$ cat config.mk
export PLATFORM = sky130hd
export DESIGN_NAME = fetch_unit
export DESIGN_NICKNAME = d
export VERILOG_FILES = /design/src/rtl/fetch_unit.sv
export SDC_FILE = /design/constraint.sdc
export NUM_CORES = 1
export LEC_CHECK = 0
export BUFFER_PORTS_ARGS = -buffer_cell sky130_fd_sc_hd__buf_4
export CAP_MARGIN = 5
export CORE_ASPECT_RATIO = 1.4
export CORE_UTILIZATION = 25
export DETAILED_ROUTE_END_ITERATION = 16
export HOLD_SLACK_MARGIN = 0.15
export PLACE_DENSITY_LB_ADDON = 0.1
export SLEW_MARGIN = 25
export SYNTH_ARGS = -nofsm -noshare
export SYNTH_HDL_FRONTEND = slang
export SYNTH_SLANG_ARGS = --single-unit
$ cat constraint.sdc
create_clock -name clk -period 5.9 [get_ports clk]
set_input_delay 0.295 -clock clk [delete_from_list [all_inputs] [get_ports clk]]
set_output_delay 0.295 -clock clk [all_outputs]
set_load 0.01 [all_outputs]
$ cat src/rtl/fetch_unit.sv
// fetch_unit: instruction-fetch stage of the single-cycle MIPS core.
//
// Holds the program counter. Fetches one word from instruction memory over a
// req/ack handshake and presents it as `instruction` until the core retires it
// with `advance`. On retirement the next PC is computed from the decoder's
// branch/jump controls and the datapath flags. Then the next fetch starts.
//
// Ports
//   clk, rst_n            rising-edge clock, asynchronous active-low reset
//   imem_addr/req/ack/rdata  instruction-memory handshake (addr == pc)
//   instruction, instr_valid held instruction and its valid flag
//   pc, pc_plus4          address of held instruction and its link value
//   advance               core retires the held instruction this cycle
//   is_jump, pc_select, zero_branch, need_zero, status_branch, need_st_Z
//                         branch/jump controls from the decoder
//   alu_zero, st_Z        datapath flags used by conditional branches
//   reg_rs, mem_target    register / memory jump targets
//   fault                 misaligned-target fault
//
// Configuration macro: FETCH_MISALIGN_TRAP_EN
//   defined   - a misaligned next PC is loaded into pc and the unit parks in
//               FAULT until reset.
//   undefined - next PC bits [1:0] are forced to 00. FAULT is unreachable and
//               fault stays 0.
module fetch_unit #(
    parameter logic [31:0] RESET_PC = 32'h0040_0000
) (
    input  logic        clk,
    input  logic        rst_n,
    output logic [31:0] imem_addr,
    output logic        imem_req,
    input  logic        imem_ack,
    input  logic [31:0] imem_rdata,
    output logic [31:0] instruction,
    output logic        instr_valid,
    output logic [31:0] pc,
    output logic [31:0] pc_plus4,
    input  logic        advance,
    input  logic        is_jump,
    input  logic [1:0]  pc_select,
    input  logic        zero_branch,
    input  logic        need_zero,
    input  logic        status_branch,
    input  logic        need_st_Z,
    input  logic        alu_zero,
    input  logic        st_Z,
    input  logic [31:0] reg_rs,
    input  logic [31:0] mem_target,
    output logic        fault
);

    typedef enum logic [1:0] {S_IDLE, S_REQ, S_HOLD, S_FAULT} state_e;

    state_e      state_q;
    logic [31:0] pc_q;
    logic [31:0] instr_q;
    logic        req_q;
    logic        valid_q;
    logic        fault_q;

    logic        take;
    logic [31:0] branch_off;
    logic [31:0] target;
    logic [31:0] next_raw;
    logic [31:0] pc_d;
    logic        misaligned;

    assign pc_plus4   = pc_q + 32'd4;
    // Word offset: sign-extend imm16 and scale it by 4 in one concatenation.
    assign branch_off = {{14{instr_q[15]}}, instr_q[15:0], 2'b00};

    always_comb begin
        take = is_jump
             | (zero_branch   & (alu_zero == need_zero))
             | (status_branch & (st_Z     == need_st_Z));
        case (pc_select)
            2'b00:   target = pc_plus4 + branch_off;
            2'b01:   target = {pc_plus4[31:28], instr_q[25:0], 2'b00};
            2'b10:   target = reg_rs;
            default: target = mem_target;
        endcase
        next_raw = take ? target : pc_plus4;
    end

`ifdef FETCH_MISALIGN_TRAP_EN
    assign pc_d       = next_raw;
    assign misaligned = |next_raw[1:0];
`else
    // Silently realign. Only register and memory targets can be misaligned.
    assign pc_d       = {next_raw[31:2], 2'b00};
    assign misaligned = 1'b0;
`endif

    always_ff @(posedge clk or negedge rst_n) begin
        if (!rst_n) begin
            state_q <= S_IDLE;
            pc_q    <= RESET_PC;
            instr_q <= 32'd0;
            req_q   <= 1'b0;
            valid_q <= 1'b0;
            fault_q <= 1'b0;
        end else begin
            case (state_q)
                S_IDLE: begin
                    state_q <= S_REQ;
                    req_q   <= 1'b1;
                end
                S_REQ: begin
                    if (imem_ack) begin
                        instr_q <= imem_rdata;
                        req_q   <= 1'b0;
                        valid_q <= 1'b1;
                        state_q <= S_HOLD;
                    end
                end
                S_HOLD: begin
                    if (advance) begin
                        pc_q    <= pc_d;
                        valid_q <= 1'b0;
                        if (misaligned) begin
                            fault_q <= 1'b1;
                            state_q <= S_FAULT;
                        end else begin
                            // The refetch is issued with the new pc on the same edge.
                            req_q   <= 1'b1;
                            state_q <= S_REQ;
                        end
                    end
                end
                S_FAULT: begin
                end
                default: state_q <= S_IDLE;
            endcase
        end
    end

    assign imem_addr   = pc_q;
    assign pc          = pc_q;
    assign imem_req    = req_q;
    assign instruction = instr_q;
    assign instr_valid = valid_q;
    assign fault       = fault_q;

endmodule

# Word-level counts from Yosys, hierarchy flattened
# Index checks and enable logic that the tools add are counted.
dict set report totals {
  mem_count 0
  regBits 66
  ramBits 0
  mem_bits_ro 0
  latchBits 0
  output_inout_bits 131
  wordCells 38
}
dict set report classes {
  magnitude_cmp 0
  n_eq_ne 8
  n_mul 0
  n_reduce_logical 8
  n_bitwise 4
  addsub 2
  mux 11
  n_div 0
  n_shift 0
}
# operator count
set ops {}
lappend ops {{$pmux 32 s3} 1}
lappend ops {{$add 32x3->32 const B} 1}
lappend ops {{$add 32x32->32} 1}
lappend ops {{$mux 32} 1}
lappend ops {{$pmux 2 s3} 1}
lappend ops {{$reduce_and 3->1} 2}
lappend ops {{$eq 2x1->1 const B} 2}
lappend ops {{$eq 2x2->1 const B} 2}
lappend ops {{$logic_not 2->1} 2}
lappend ops {{$mux 1} 4}
lappend ops {{$mux 2} 2}
lappend ops {{$ne 2x2->1 const B} 2}
lappend ops {{$reduce_and 2->1} 2}
lappend ops {{$pmux 1 s3} 1}
lappend ops {{$reduce_bool 3->1} 1}
lappend ops {{$and 1x1->1} 2}
lappend ops {{$eq 1x1->1} 2}
lappend ops {{$or 1x1->1} 2}
lappend ops {{$pmux 1 s2} 1}
lappend ops {{$reduce_bool 2->1} 1}

# Depth between registers and ports, before layout
# Gate-level depths: netlist of the first run.
dict set report logic_depth {
  depth_word 5
  mapped_depth 16
  mapped_depth_nobuf 15
}

# Least setup slack after synthesis of the first run
# Ideal clock, no wire load.
dict set report synth_timing {
  path_kind {reg2reg}
  startpoint {register pc_q[2] (netlist: imem_addr[2])}
  endpoint {register pc_q[29] (netlist: imem_addr[29])}
  synth_period_minus_slack_ns 4.083
  path_buffers 1
  t_arrival_ns 3.961
  slack_ns 1.817
  required_ns 5.778
  stages_incl_launch_ff 16
  cell_sequence {dfrtp_1 ha_1 nand2_1 or3_4 or3_2 xnor2_1 ha_1 clkbuf_1 a21o_1 a21o_1 a21o_1 a31o_2 a32o_1 or4_1 nand4_1 nand2_1}
}
dict set report synth_via {
  elab_chain_cells 4
}
# item line_no
set synth_lines {}
lappend synth_lines {{from (decl)} 55} ;# logic [31:0] pc_q;
lappend synth_lines {{from (signal assigned)} 118} ;# pc_q <= pc_d;
lappend synth_lines {{$add 32x3->32} 68} ;# assign pc_plus4 = pc_q + 32'd4;
lappend synth_lines {{via pc_plus4[22]} 37} ;# output logic [31:0] pc_plus4,
lappend synth_lines {{$add 32x32->32} 77} ;# 2'b00: target = pc_plus4 + branch_off;
lappend synth_lines {{$pmux 32 s3} 76} ;# case (pc_select)
lappend synth_lines {{$mux 32} 82} ;# next_raw = take ? target : pc_plus4;
# The timed path passes the listed nets, and every way through them passes these cells.
# A chain may end at the register's enable or synchronous reset.

# Worst setup path in the final report of the first run
dict set report layout_timing {
  startpoint {register pc_q[2] (netlist: imem_addr[2])}
  endpoint {register pc_q[19] (netlist: imem_addr[19])}
}
dict set report layout_via {
  elab_chain_cells 4
}
# item line_no
set layout_lines {}
lappend layout_lines {{$add 32x3->32 (*)} 68}
lappend layout_lines {{$add 32x32->32} 77}
lappend layout_lines {{$pmux 32 s3} 76}
lappend layout_lines {{$mux 32 (*)} 82}
# Every way passes the cells marked *; elsewhere a longest branch is shown, timed or not.

==> results of run 1 <==
final timing paths:
kind	startpoint	end	slack (ps)	cells past startpoint
min in group asynchronous	rst_n	instruction[9]$_DFFE_PN0P_	360	2
setup reg to reg	imem_addr[2]$_DFFE_PN0P_	imem_addr[19]$_DFFE_PN0P_	1270	14
hold reg to reg	instruction[29]$_DFFE_PN0P_	instruction[29]$_DFFE_PN0P_	500	1
hold / removal	imem_rdata[7]	instruction[7]$_DFFE_PN0P_	170	2
setup / recovery	imem_addr[2]$_DFFE_PN0P_	imem_addr[19]$_DFFE_PN0P_	1270	14
max in group asynchronous	rst_n	instr_valid$_DFFE_PN0P_	4560	3
what timing repair did:
| item | 4_1_cts | 5_1_grt |
|---|---|---|
| setup buffers | 0 | 0 |
| hold buffers | 1 | 0 |
| hold endpoints to repair | 19 | 0 |
worst reg2reg max path, stage by stage, from the launching register on:
cell	delay, ps
dfrtp_1	440
ha_1	270
nand2_1	170
nor3_1	780
nand2_1	160
xnor2_1	300
ha_1	370
a21oi_1	160
o21ai_0	80
a31oi_1	480
o21ai_0	290
a221oi_1	400
xor2_1	220
a21oi_1	100
a221o_1	290
logic make-up (layout without fill, tap and decap cells):
kind of cell	Yosys count	after routing	synth area share (%)
flip-flops	65	65	26.70
XOR/XNOR	52	52	7.471
other	1	7	0.06152
adder cells (fa/ha/maj)	35	35	7.307
AO/OA/AOI/OAI	188	188	19.46
multiplexers	66	66	14.68
AND/OR/NAND/NOR	200	200	16.54
buffers and inverters	88	270	7.779
registers in the layout, indices dropped and copies added, names as in the netlist:
| name | flops |
|---|---|
| imem_addr | 30 |
| instr_valid | 1 |
| instruction | 32 |
| state_q | 2 |
stage by stage:
stage / std cells / instance area [µm²]
2_1_floorplan: 701 / 6118
3_3_place_gp: 1176 / 7884
3_5_place_dp: 1176 / 7884
4_1_cts: 1193 / 8215
5_1_grt: 1193 / 8215
6_report: 1193 / 8215
placed cells by master, fill, tap and decap left out, types with 23 or more instances in the layout:
cell / n
buf_4: 235
dfrtp_1: 64
nand2_1: 63
a21oi_1: 63
o21ai_0: 42
xnor2_1: 38
nor2_1: 37
mux2_2: 37
ha_1: 34
nand3_1: 23
final cells by class:
class	instances	area share [%]
Clock buffer	11	2.955
Clock inverter	5	0.9595
Inverter	18	0.8224
Multi-Input combinational cell	548	49.13
Sequential cell	65	19.81
Tap cell	310	4.721
Timing Repair Buffer	236	21.60
layer usage:
metal  vias to the layer above  global-route usage [%]  routed length, µm
met5                         -                       0                  0
met4                         0                   5.638                497
li1                       2895                       -                  -
met1                      2888                   21.37               9383
met3                        25                   3.260               1028
met2                       177                   36.45              12880
report_power, final:
group / leakage [nW] / switching (mW) / internal, mW
Sequential: 0.789 / 0.327 / 0.646
Combinational: 2.86 / 1.47 / 1.41
Clock: 0.159 / 0.229 / 0.382
==> out/qor.csv, run 1 <==
metric,value,unit
status,finished clean,
worst hold path class,in2reg,
ys flop type,dfrtp_1,
max incr delay on CP,770,ps
Max VDD drop,0.2391,mV
skew final,8.290,ps
Final Wtd Congestion,0.8690,
Iter 0 DRT Violations,242,
# setup viols final,0,
pwr dens,543.5,nW/µm²
pre-CTS setup slack,1255,ps
Post-Synthesis Cells,695,
CTS tree,built,
fin. max-slew vios,0,
Slowest cell on crit path,nor3_1,
Remaining DRCs,0,
register area,1628,µm²
Initial DRT Pass Iterations,5,
crit share post-route,78.49,%
Seq cells post-synth,65,
most numerous cell in the Yosys netlist,dfrtp_1,
async set-reset flop share out of synthesis,100.0,%
Total Die Area,25020,µm²
area of the multi-input gates,4036,µm²
initial antenna violation count,0,
crit end category,flip-flop,
Final Power,4.465,mW
fmax,0.2159,GHz
Setup CP Type,reg2reg,
Total Routing Usage GR,19.20,%
Via density,5.017,
LEAKAGE,3.805,nW
final hold vios,0,
total of max-cap violations,0,
Area Growth Syn to Fin,34.77,%
port buffer count,228,
CTS H-Tree Depth,3,
Fillers,2625,
Buf/Inv on CP,0,
"critical path, cell by cell",ha_1 -> nand2_1 -> nor3_1 -> nand2_1 -> xnor2_1 -> ha_1 -> a21oi_1 -> o21ai_0 -> a31oi_1 -> o21ai_0 -> a221oi_1 -> xor2_1 -> a21oi_1 -> a221o_1,
Die W,134.0,µm
Yosys top cell by area,dfrtp_1,
Worst slew margin,39.27,%
nets,1022,
Worst Setup Start Kind,flip-flop,
share of the synthesized area in the top cell type,26.27,%
initial core utilization,25.43,%
CP max FO,7,
number of global-route vias before repair,6197,
CTS Buffer Depth,2,
post_cts resized,0,
Root Buffer,clkbuf_16,
core area,23980,µm²
largest net degree at the start of global routing,47,
post-synthesis sequential area ratio,26.70,%
Post-Syn Area per Cell,8.771,µm²
critical path data required time,6130,ps
Netlist cell types,70,
unrepaired setup endpoints after global routing,false,
detailed placer's ending HPWL,18240,µm
Syn. warnings,0,
IO Count,240,
total CTS buffers,9,
Ant. Diodes,0,
Clock Latency Late Sink,350,ps
antenna-violating nets left,0,
number of synthesized flops with an enable pin,0,
Least-Margin Pin Slew,903.9,ps
Final WS setup,1269,ps
Tmin final,4631,ps
die height,186.8,µm
Hold WS,174.4,ps
Synth top cells by count,"dfrtp_1, a21oi_1, nand2_1",
"top cells by area, synth","dfrtp_1, ha_1, mux2_2, mux4_2, xnor2_1",
CTS Sinks,65,
Final Core Density,34.27,%
Worst-path clk slew,60,ps
vias,5985,
first-pass GRT wire length,36300,µm
cell family with most CP delay,compound AO/OA/AOI/OAI gates,
Worst Path Arrival,4860,ps
routed wire length per instance,19.94,µm
Netlist Area Pre-Place,6096,µm²
Setup TNS Final,0,ps
GRT overflow,0,
share of cells above drive strength 1,36.24,%
row cnt,67,
DRT Wirelength,23790,µm
Power figures use the tool's default switching activity.
==> run 2: changes to the inputs <==
- clock period: 5.9 -> 4.73 ns (I/O delays scaled with it)
==> out/qor.csv, run 2 (synthesis gave the netlist of run 1 again) <==
metric,value,unit,change
Internal,2.955,mW,was 2.440 mW
LEAKAGE,3.937,nW,was 3.805 nW
"most common cell after layout, fill and taps aside",buf_4,,unchanged
Final Power,5.532,mW,was 4.465 mW
Sequential Power Share,22.0,%,was 21.8%
Worst Setup Start Kind,flip-flop,,unchanged
DRT Wirelength,24560,µm,was 23790 µm
Sw Ratio,46.59,%,was 45.36%
switching power,2.577,mW,was 2.026 mW
# Post-CTS Setup Buffers,0,,unchanged
unrepaired setup endpoints after global routing,false,,unchanged
met2 usage,38.68,%,was 36.45%
crit end category,flip-flop,,unchanged
Ant. Diodes,0,,unchanged
post_cts resized,0,,unchanged
GRT Max-Usage Layer,met2,,unchanged
share of cells above drive strength 1,35.40,%,was 36.24%
total CTS buffers,9,,unchanged
cts hold-fix bufs,34,,was 1
met1 Usage GRT,21.67,%,was 21.37%
initial core utilization,25.43,%,unchanged
CP max FO,9,,was 7
Clock Latency Late Sink,350,ps,about the same
row cnt,67,,unchanged
Placed Instance Area,7921,µm²,was 7884 µm²
clock share of power,11.8,%,was 13.7%
first-pass GRT wire length,37570,µm,was 36300 µm
final hold vios,0,,unchanged
Least-Margin Pin Slew,950.4,ps,was 903.9 ps
Total Routing Usage GR,19.95,%,was 19.20%
status,finished clean,,unchanged
Final Wtd Congestion,0.8440,,was 0.8690
Via density,5.006,,was 5.017
vias,6162,,was 5985
Die W,134.0,µm,unchanged
number of global-route vias before repair,6436,,was 6197
met3 usage,3.559,%,was 3.260%
# setup viols final,0,,unchanged
Root Buffer,clkbuf_16,,unchanged
final instance area,8533,µm²,was 8215 µm²
Setup TNS Final,0,ps,unchanged
Max VDD drop,0.2618,mV,was 0.2391 mV
Iter 0 DRT Violations,318,,was 242
initial antenna violation count,0,,unchanged
CTS Sinks,65,,unchanged
Worst slew margin,36.40,%,was 39.27%
detailed placer's ending HPWL,18750,µm,was 18240 µm
GRT overflow,0,,unchanged
Remaining DRCs,0,,unchanged
Tmin final,4279,ps,was 4631 ps
skew final,10.56,ps,was 8.290 ps
fmax,0.2337,GHz,was 0.2159 GHz
core area,23980,µm²,unchanged
Setup CP Type,reg2reg,,unchanged
Worst Path Arrival,4520,ps,was 4860 ps
worst hold path class,in2reg,,unchanged
pwr dens,648.3,nW/µm²,was 543.5 nW/µm²
IO Count,240,,unchanged
fin. max-slew vios,0,,unchanged
total of max-cap violations,0,,unchanged
Worst-path clk slew,60,ps,about the same
CTS Buffer Depth,2,,unchanged
nets,1060,,was 1022
Area Growth Syn to Fin,39.98,%,was 34.77%
routed wire length per instance,19.95,µm,was 19.94 µm
die height,186.8,µm,unchanged
critical path data required time,4970,ps,was 6130 ps
antenna-violating nets left,0,,unchanged
most frequent cells in the layout,"buf_4, dfrtp_1, nand2_1, a21oi_1, o21ai_0",,unchanged
Total Die Area,25020,µm²,unchanged
flip-flop count of the largest register after layout,32,,unchanged
Fillers,2583,,was 2625
Logic pwr share,66.2,%,was 64.5%
largest net degree at the start of global routing,41,,was 47
crit share post-route,90.47,%,was 78.49%
Initial DRT Pass Iterations,5,,unchanged
port buffer count,228,,unchanged
CTS H-Tree Depth,3,,unchanged
CTS tree,built,,unchanged
run 2: cell types whose count changed in the layout (fill, tap and decap cells not counted), sizes merged:
cell | before | now
bufinv | 2 | 0
clkinvlp | 0 | 3
dlygate4sd3 | 1 | 34
clkbuf | 11 | 9
buf | 235 | 240
inv | 18 | 19
run 2: area by class of cell:
| cell class | count | area, µm² | share of cell area, % |
|---|---|---|---|
| Clock buffer | 9 | 225.2 | 2.639 |
| Timing Repair Buffer | 274 | 2142 | 25.10 |
| Tap cell | 310 | 387.9 | 4.545 |
| Multi-Input combinational cell | 548 | 4036 | 47.30 |
| Inverter | 18 | 67.56 | 0.7918 |
| Sequential cell | 65 | 1628 | 19.08 |
| Clock inverter | 7 | 46.29 | 0.5425 |
run 2: final timing paths:
| kind | start | endpoint | slack (ps) | depth (start not counted) |
|---|---|---|---|---|
| hold / removal | advance | state_q[1]$_DFFE_PN0P_ | 180 | 3 |
| max in group asynchronous | rst_n | imem_addr[22]$_DFFE_PN1P_ | 3430 | 3 |
| setup / recovery | imem_addr[2]$_DFFE_PN0P_ | imem_addr[31]$_DFFE_PN0P_ | 450 | 13 |
| hold reg to reg | instruction[29]$_DFFE_PN0P_ | instruction[29]$_DFFE_PN0P_ | 510 | 1 |
| setup reg to reg | imem_addr[2]$_DFFE_PN0P_ | imem_addr[31]$_DFFE_PN0P_ | 450 | 13 |
| min in group asynchronous | rst_n | instruction[7]$_DFFE_PN0P_ | 350 | 2 |
run 2: power by group through the flow:
stage	registers [mW]	logic, mW	clock network [mW]
floorplan	1.21	2.32	0
global placement	1.23	3.66	0
detailed placement	1.23	3.65	0
CTS	1.23	3.69	0.674
global route	1.27	4.00	0.700
finish	1.21	3.66	0.653
run 2: per-stage QoR:
stage               instances  setup WS [ps]  util, %  hold slack (ps)
floorplan                 701          647.0        -           -59.09
global placement         1181          538.6    33.04            215.7
detailed placement       1181          459.8    33.04            211.9
CTS                      1231          451.1    35.59            171.8
global route             1231          232.6    35.59            214.2
finish                   1231          450.7    35.59            179.1
run 2: metal layers:
layer | routed length [µm] | share of wire, %
met5 | 0 | 0
met4 | 376 | 1.5
met3 | 1030 | 4.2
met2 | 13740 | 56
met1 | 9411 | 38
run 2: worst max-delay path, cell delays in order, from the launching register on:
cell and delay [ps]:
dfrtp_1 430, ha_1 270, nand2_1 150, or3_4 460, or3_2 470, xnor2_1 180, ha_1 450, nand2_1 100
or2_2 320, a211oi_1 630, nor4_1 140, nor3_1 280, xnor2_1 110, a21o_1 180
